<file path="src/rtl/fft_pkg.sv">
// Shared types and helpers for the FFT/IFFT butterfly datapaths.
// Samples are packed complex words {re, im}, each component a signed
// fixed-point value (Q1.15 at the default 32-bit width).
package fft_pkg;

    localparam int CPLX_W = 32;
    localparam int COMP_W = CPLX_W / 2;
    localparam int Q_FRAC = COMP_W - 1;

    localparam logic signed [COMP_W-1:0] CPLX_MAX = {1'b0, {(COMP_W-1){1'b1}}};
    localparam logic signed [COMP_W-1:0] CPLX_MIN = {1'b1, {(COMP_W-1){1'b0}}};

    // Width of the intermediate that sat_cplx_comp() works on.
    localparam int SAT_W = 64;

    typedef struct packed {
        logic signed [COMP_W-1:0] re;
        logic signed [COMP_W-1:0] im;
    } cplx_t;

    function automatic logic signed [COMP_W-1:0] cplx_re(input cplx_t c);
        return c.re;
    endfunction

    function automatic logic signed [COMP_W-1:0] cplx_im(input cplx_t c);
        return c.im;
    endfunction

    // Clamp a sign-extended value to the signed range of a comp_w-bit
    // component. The result stays SAT_W bits wide; the caller keeps the low
    // comp_w bits and compares against the input to detect clamping.
    function automatic logic signed [SAT_W-1:0] sat_cplx_comp(
        input logic signed [SAT_W-1:0] v,
        input int                      comp_w
    );
        logic signed [SAT_W-1:0] hi;
        logic signed [SAT_W-1:0] lo;
        if (comp_w == COMP_W) begin
            hi = SAT_W'(CPLX_MAX);
            lo = SAT_W'(CPLX_MIN);
        end else begin
            hi = (64'sd1 <<< (comp_w - 1)) - 64'sd1;
            lo = -(64'sd1 <<< (comp_w - 1));
        end
        if (v > hi) begin
            return hi;
        end else if (v < lo) begin
            return lo;
        end else begin
            return v;
        end
    endfunction

endpackage

</file>
<file path="src/rtl/cmul_conj_stage.sv">
// Conjugate-twiddle multiply for the inverse butterfly's b path.
// Stage 2 registers the four partial products of conj(w) * d; stage 3
// combines them, divides by 2^(WIDTH/2) (Q1.15 scaling plus the /2 of the
// inverse butterfly) with floor truncation, saturates and registers b.
module cmul_conj_stage
    import fft_pkg::*;
#(
    parameter int WIDTH = CPLX_W
) (
    input  logic                    clk,
    input  logic                    rst_n,
    input  logic                    adv_i,
    input  logic                    s1_valid_i,
    input  logic                    s2_valid_i,
    input  logic [WIDTH-1:0]        w_i,
    input  logic signed [WIDTH/2:0] d_re_i,
    input  logic signed [WIDTH/2:0] d_im_i,
    output logic [WIDTH-1:0]        b_o,
    output logic                    sat_o
);

    localparam int H    = WIDTH / 2;
    // Fraction bits of a component; the shift below removes them plus one
    // more bit for the halving.
    localparam int FRAC = (WIDTH == CPLX_W) ? Q_FRAC : H - 1;
    localparam int PW   = WIDTH + 1;    // H x (H+1) signed product
    localparam int SW   = WIDTH + 2;    // sum of two products

    logic signed [H-1:0] w_re;
    logic signed [H-1:0] w_im;

    assign w_re = w_i[WIDTH-1:H];
    assign w_im = w_i[H-1:0];

    // ---------------- stage 2: partial products ----------------
    logic signed [PW-1:0] p_rr_d, p_ii_d, p_ri_d, p_ir_d;
    logic signed [PW-1:0] p_rr_q, p_ii_q, p_ri_q, p_ir_q;

    // Full-width signed products of the twiddle and the S1 difference.
    always_comb begin
        p_rr_d = PW'(w_re) * PW'(d_re_i);
        p_ii_d = PW'(w_im) * PW'(d_im_i);
        p_ri_d = PW'(w_re) * PW'(d_im_i);
        p_ir_d = PW'(w_im) * PW'(d_re_i);
    end

    // Product registers load only when a real sample moves into stage 2.
    always_ff @(posedge clk or negedge rst_n) begin
        if (!rst_n) begin
            p_rr_q <= '0;
            p_ii_q <= '0;
            p_ri_q <= '0;
            p_ir_q <= '0;
        end else if (adv_i && s1_valid_i) begin
            p_rr_q <= p_rr_d;
            p_ii_q <= p_ii_d;
            p_ri_q <= p_ri_d;
            p_ir_q <= p_ir_d;
        end
    end

    // ---------------- stage 3: combine and saturate ----------------
    logic signed [SW-1:0]    p_re, p_im;
    logic signed [SAT_W-1:0] sh_re, sh_im;
    logic signed [SAT_W-1:0] cl_re, cl_im;
    logic [WIDTH-1:0]        b_d;
    logic                    sat_d;
    logic [WIDTH-1:0]        b_q;
    logic                    sat_q;

    // conj(w)*d: re = wr*dr + wi*di, im = wr*di - wi*dr; then floor-shift
    // and clamp each component, flagging any clamp.
    always_comb begin
        p_re  = SW'(p_rr_q) + SW'(p_ii_q);
        p_im  = SW'(p_ri_q) - SW'(p_ir_q);
        sh_re = SAT_W'(p_re >>> (FRAC + 1));
        sh_im = SAT_W'(p_im >>> (FRAC + 1));
        cl_re = sat_cplx_comp(sh_re, H);
        cl_im = sat_cplx_comp(sh_im, H);
        b_d   = {H'(cl_re), H'(cl_im)};
        sat_d = (cl_re != sh_re) || (cl_im != sh_im);
    end

    // Output register for b and its saturation flag.
    always_ff @(posedge clk or negedge rst_n) begin
        if (!rst_n) begin
            b_q   <= '0;
            sat_q <= 1'b0;
        end else if (adv_i && s2_valid_i) begin
            b_q   <= b_d;
            sat_q <= sat_d;
        end
    end

    assign b_o   = b_q;
    assign sat_o = sat_q;

endmodule

</file>
<file path="src/rtl/ifft_butterfly_pipe.sv">
// Three-stage pipelined inverse radix-2 butterfly:
//   a = (x1 + x2) / 2,   b = conj(w) * (x1 - x2) / 2
// S1 forms sum/difference, S2 multiplies (in cmul_conj_stage), S3 produces
// the registered a/b/sat outputs. A tag rides alongside each sample.
//
// Stream handshake: on each side a sample moves when valid && ready at a
// rising clock edge. valid must not depend on ready. The whole pipe advances
// together when the output register is empty or being drained
// (adv = !out_valid || out_ready); in_ready is exactly adv, so when adv is
// low every stage, including bubbles, holds its contents.
module ifft_butterfly_pipe
    import fft_pkg::*;
#(
    parameter int WIDTH = CPLX_W,
    parameter int TAG_W = 8
) (
    input  logic             clk,
    input  logic             rst_n,
    input  logic             in_valid,
    output logic             in_ready,
    input  logic [WIDTH-1:0] x1,
    input  logic [WIDTH-1:0] x2,
    input  logic [WIDTH-1:0] w,
    input  logic [TAG_W-1:0] in_tag,
    output logic             out_valid,
    input  logic             out_ready,
    output logic [WIDTH-1:0] a,
    output logic [WIDTH-1:0] b,
    output logic [TAG_W-1:0] out_tag,
    output logic             sat
);

    localparam int H = WIDTH / 2;
    localparam int E = H + 1;   // sum/difference width, cannot overflow

    logic adv;

    assign adv      = !out_valid || out_ready;
    assign in_ready = adv;

    // ---------------- stage 1: sum and difference ----------------
    logic signed [H-1:0] x1_re, x1_im, x2_re, x2_im;

    assign x1_re = x1[WIDTH-1:H];
    assign x1_im = x1[H-1:0];
    assign x2_re = x2[WIDTH-1:H];
    assign x2_im = x2[H-1:0];

    logic signed [E-1:0] s1_s_re_d, s1_s_im_d, s1_d_re_d, s1_d_im_d;
    logic signed [E-1:0] s1_s_re_q, s1_s_im_q, s1_d_re_q, s1_d_im_q;
    logic [WIDTH-1:0]    s1_w_q;
    logic [TAG_W-1:0]    s1_tag_q;
    logic                s1_valid_q;

    // Sign-extend by one bit before adding so sum and difference are exact.
    always_comb begin
        s1_s_re_d = E'(x1_re) + E'(x2_re);
        s1_s_im_d = E'(x1_im) + E'(x2_im);
        s1_d_re_d = E'(x1_re) - E'(x2_re);
        s1_d_im_d = E'(x1_im) - E'(x2_im);
    end

    // Stage 1 valid follows the input on every advance; data loads on accept.
    always_ff @(posedge clk or negedge rst_n) begin
        if (!rst_n) begin
            s1_valid_q <= 1'b0;
            s1_s_re_q  <= '0;
            s1_s_im_q  <= '0;
            s1_d_re_q  <= '0;
            s1_d_im_q  <= '0;
            s1_w_q     <= '0;
            s1_tag_q   <= '0;
        end else if (adv) begin
            s1_valid_q <= in_valid;
            if (in_valid) begin
                s1_s_re_q <= s1_s_re_d;
                s1_s_im_q <= s1_s_im_d;
                s1_d_re_q <= s1_d_re_d;
                s1_d_im_q <= s1_d_im_d;
                s1_w_q    <= w;
                s1_tag_q  <= in_tag;
            end
        end
    end

    // ---------------- stage 2: sum and tag pass through ----------------
    logic signed [E-1:0] s2_s_re_q, s2_s_im_q;
    logic [TAG_W-1:0]    s2_tag_q;
    logic                s2_valid_q;

    // The sum waits one stage while the products are being formed.
    always_ff @(posedge clk or negedge rst_n) begin
        if (!rst_n) begin
            s2_valid_q <= 1'b0;
            s2_s_re_q  <= '0;
            s2_s_im_q  <= '0;
            s2_tag_q   <= '0;
        end else if (adv) begin
            s2_valid_q <= s1_valid_q;
            if (s1_valid_q) begin
                s2_s_re_q <= s1_s_re_q;
                s2_s_im_q <= s1_s_im_q;
                s2_tag_q  <= s1_tag_q;
            end
        end
    end

    // b path: S2 products and S3 combine/saturate.
    cmul_conj_stage #(
        .WIDTH (WIDTH)
    ) u_cmul (
        .clk        (clk),
        .rst_n      (rst_n),
        .adv_i      (adv),
        .s1_valid_i (s1_valid_q),
        .s2_valid_i (s2_valid_q),
        .w_i        (s1_w_q),
        .d_re_i     (s1_d_re_q),
        .d_im_i     (s1_d_im_q),
        .b_o        (b),
        .sat_o      (sat)
    );

    // ---------------- stage 3: a path and output register ----------------
    logic [WIDTH-1:0] a_d;
    logic [WIDTH-1:0] a_q;
    logic [TAG_W-1:0] out_tag_q;
    logic             out_valid_q;

    // Halving by arithmetic shift floors; the result always fits H bits.
    always_comb begin
        a_d = {H'(s2_s_re_q >>> 1), H'(s2_s_im_q >>> 1)};
    end

    // Output register; holds while the consumer stalls.
    always_ff @(posedge clk or negedge rst_n) begin
        if (!rst_n) begin
            out_valid_q <= 1'b0;
            a_q         <= '0;
            out_tag_q   <= '0;
        end else if (adv) begin
            out_valid_q <= s2_valid_q;
            if (s2_valid_q) begin
                a_q       <= a_d;
                out_tag_q <= s2_tag_q;
            end
        end
    end

    assign out_valid = out_valid_q;
    assign a         = a_q;
    assign out_tag   = out_tag_q;

endmodule

</file>
<file path="config.mk">
export PLATFORM = sky130hd
export DESIGN_NAME = ifft_butterfly_pipe
export DESIGN_NICKNAME = d
export VERILOG_FILES = /design/src/rtl/fft_pkg.sv /design/src/rtl/cmul_conj_stage.sv /design/src/rtl/ifft_butterfly_pipe.sv
export SDC_FILE = /design/constraint.sdc
export NUM_CORES = 2
export LEC_CHECK = 0
export CELL_PAD_IN_SITES_DETAIL_PLACEMENT = 1
export CELL_PAD_IN_SITES_GLOBAL_PLACEMENT = 1
export CORE_UTILIZATION = 30
export CTS_CLUSTER_DIAMETER = 50
export DETAILED_ROUTE_END_ITERATION = 8
export PLACE_DENSITY_LB_ADDON = 0.1
export SKIP_CTS_REPAIR_TIMING = 1
export SYNTH_ARGS = -nofsm -noshare
export SYNTH_HDL_FRONTEND = slang
export SYNTH_SLANG_ARGS = --single-unit
</file>
<file path="constraint.sdc">
create_clock -name clk -period 9.4 [get_ports clk]
set_input_delay 1.88 -clock clk [delete_from_list [all_inputs] [get_ports clk]]
set_output_delay 1.88 -clock clk [all_outputs]
set_load 0.1 [all_outputs]
</file>
==> summary.md <==
| Metric | Value |
|---|---|
| Status | complete, no violations |
| Crit path max-delay family | adder cells |
| Post-synth top area share | 0.3714 |
| Core region area | ~200,000 um2 |
| Multi-input logic area | 44,460 um2 |
| DR iter-0 viols | 1,981 |
| Largest family of logic cells by synthesized area | adder cells |
| Vias in the first global route | 49,630 |
| Final setup viols | 0 |
| GRT Util Overall | 0.2047 |
| NumNets Final | 8,498 |
| Slowest CP cell | dfrtp_1 |
| Fillers | 22,900 |
| Synthesized area | 59,720 um2 |
| CTS clk-pin slew, worst paths | 0.06 ns |
| Commonest non-fill, non-tap cell in the layout | inv_1 |
| CP Max Fanout | 19 |
| Worst Hold Class | flop to flop |
| Initial antenna violation count | 29 |
| Critical Path RT | between 9 and 10 ns |
| PortBufs | 182 |
| DRC viols | 0 |
| Clock insertion delay at the later pin of the skew report | 0.72 ns |
| CP bufs+invs | 6 |
| WP data arrival | 8.99 ns |
| Maxcap violations | 0 |
| Type of the worst setup path | flop to flop |
| Top cells by area, synth | fa_1 37%, dfrtp_1 15%, ha_1 9.8% |
| Final hold vios | 0 |
| Die Ht | approximately 450 um |
| Simple-gate area share of the yosys netlist | 0.1622 |
| Post-Synthesis Cells | a little under 7,000 |
| Clock tree sinks | 354 |
| Fin crit period | 8.419 ns |
| Synth Area in Adders | 0.4691 |
| First-pass GRT wire length | 309.1 mm |
| Routability cong. | 0.8333 |
| Top FF cell, synth | dfrtp_1 |
| Critical path's most frequent cell | fa_1 |
| Clk buf depth | 3 |
| Per-cell routed wire length | 21.07 um |
| Layout cells sized above 1 | 0.04085 |
| Count of cell types in the netlist | 79 |
| FMAX | 0.1188 GHz |
| Syn Nets | 8,427 |
| Post-synthesis sequential area ratio | 0.1483 |
| Post-Synth XOR/XNOR Area | 0.03153 |
| Multiplexer area fraction after synthesis | 0.0005028 |
| Synth async-reset ratio | 1.000 |
| Register Area | between 8000 and 9000 um2 |
| Die width | 448.2 um |
| GRT overflow | 0 |
| Critical path, cell by cell | buf_4 -> nand2_1 -> fa_1 -> inv_1 -> fa_1 -> inv_1 -> fa_1 -> inv_1 -> fa_1 -> fa_1 -> inv_1 -> fa_1 -> inv_1 -> ha_1 -> and3_1 -> nor4bb_1 -> o21ai_1 -> a21oi_1 -> o21bai_1 -> a21boi_1 -> a2bb2oi_1 -> a221oi_1 -> xnor2_1 -> o21ai_0 |
| Die area | 200,900 um2 |
| Routed vias/inst | approximately 4.7 |
| WL final | 200.7 mm |
| Register-to-register path setup slack | 0.98 ns |
| Setup TNS | 0 ns |
| Via count | 44,590 |
| CTS tree | built |
| Most frequent cells in the layout | 1,406 x inv_1, 1,239 x nand2_1, 1,108 x fa_1, 466 x ha_1, 455 x and2_1 |
| Post-synthesis register bit count | 354 |
| Slew @ Worst Pin | 1.243 ns |
| EDFF count, synth | 0 |
| Row count | 163 |
| Area growth, synth to finish | 13.13% |
| H-tree levels | 3 |
| Largest net degree at the start of global routing | 150 |
| Crit path largest cell delay | 1.06 ns |
| IO Pins | 183 |
| Tcrit/Tclk final | 0.8957 |
| Starting Density | 0.3022 |
| Clk root buf | clkbuf_16 |
| Yosys warning count | 0 |
| CP startpoint kind | flop |
| Antenna Violating Nets Remaining | 0 |
| Worst clock skew | 0.04827 ns |
| DR pass1 iterations | 5 |
| Slew Viols, Final | 0 |
| Compound-gate portion of the synthesized area | 0.08081 |
| TritonCTS Buffers | 79 |
| Mapped Avg Cell Area | 8.854 um2 |
| Hpwl dp | 164.5 mm |
| Rel. slew slack | 0.1717 |
| Synth area leader | fa_1 |
| RSZ-0062 raised after global routing | no |
| CP Capture Type | flop |
-- final timing paths --
check | endpoint | cells after the start | from
max | u_cmul.p_ii_q[32]$_DFFE_PN0P_ | 24 | s1_w_q[7]$_DFFE_PN0P_
min | a[25]$_DFFE_PN0P_ | 2 | s2_s_re_q[10]$_DFFE_PN0P_
max reg2reg | u_cmul.p_ii_q[32]$_DFFE_PN0P_ | 24 | s1_w_q[7]$_DFFE_PN0P_
min reg2reg | a[25]$_DFFE_PN0P_ | 2 | s2_s_re_q[10]$_DFFE_PN0P_
max in group asynchronous | s1_d_re_q[4]$_DFFE_PN0P_ | 2 | rst_n
min in group asynchronous | u_cmul.b_o[8]$_DFFE_PN0P_ | 1 | rst_n
-- metrics by stage --
step,area (um2),hold WS (ns),setup WS [ns],cells,utilization
2_1_floorplan,59720,0.4306,2.590,6745,-
6_report,67560,0.4583,0.9805,9525,0.3419
3_5_place_dp,64630,0.4547,1.057,9375,0.3270
5_1_grt,67550,0.4871,0.6234,9520,0.3418
4_1_cts,67540,0.4659,1.031,9519,0.3418
3_3_place_gp,64630,0.4476,1.043,9375,0.3270
-- per-layer routing --
metal  vias to the layer above  track usage  wire, um
met2                       564       0.3352     94340
met3                       145      0.01990      6408
met5                         -            0        45
met4                         6      0.04491      3596
li1                      20480            -         -
met1                     23390       0.2912     96290
-- Yosys cell counts, types with 5 or more instances --
master,count
a2111o_1,5
a2111oi_0,7
a211o_1,6
a211oi_1,19
a21boi_0,6
a21o_1,78
a21oi_1,173
a311oi_1,5
a31oi_1,28
and2_1,458
and3_1,26
buf_1,10
clkbuf_1,294
dfrtp_1,354
fa_1,1108
ha_1,466
inv_1,1406
nand2_1,1242
nand2b_1,53
nand3_1,46
nand3b_1,6
nand4_1,10
nor2_1,160
nor2b_1,37
nor3_1,38
nor3b_1,6
o211ai_1,12
o21a_1,14
o21ai_0,260
o21ai_1,15
o21bai_1,32
o22a_1,18
o31ai_1,32
or2_2,6
or3_1,12
or4_1,5
xnor2_1,141
xor2_1,74
-- worst register-to-register path, delay by kind of cell, from the launching register on --
kind | cells | cell delay, ns
fa+ha+maj | 7 | 3.09
buf+inv | 6 | 0.77
xor+xnor | 1 | 0.56
simple gates | 3 | 1.01
flops | 1 | 1.06
compound gates | 7 | 1.81
-- cell type report --
type                       instances  share of cell area
multi-input combinational       4679              0.6581
sequential                       354              0.1312
inverter                        1408             0.07823
tap                             2640             0.04889
timing repair buffer             294             0.04023
clock buffer                      88             0.02991
clock inverter                    56             0.01324
antenna                            6           0.0002222
-- cell families (layout without fill, tap and decap cells) --
kind of cell | after synthesis | after routing
mux | 3 | 3
compound gates | 769 | 769
other cells | 0 | 6
xor+xnor | 215 | 215
fa+ha+maj | 1574 | 1574
flops | 354 | 354
buf+inv | 1712 | 1846
simple gates | 2118 | 2118
-- state kept, by name, summed over array words and instances, names as in the netlist, 16 cells and up --
| name | cells |
|---|---|
| u_cmul.p_rr_q | 33 |
| u_cmul.p_ii_q | 33 |
| s2_s_re_q | 16 |
| s1_d_re_q | 17 |
| s2_s_im_q | 16 |
| u_cmul.b_o | 32 |
| u_cmul.p_ir_q | 33 |
| u_cmul.p_ri_q | 33 |
| s1_w_q | 32 |
| s1_s_im_q | 16 |
| a | 32 |
| s1_s_re_q | 16 |
| s1_d_im_q | 17 |
Power is not shown: default switching activity piles up to over one toggle a cycle in this logic, so the estimate is an artifact.
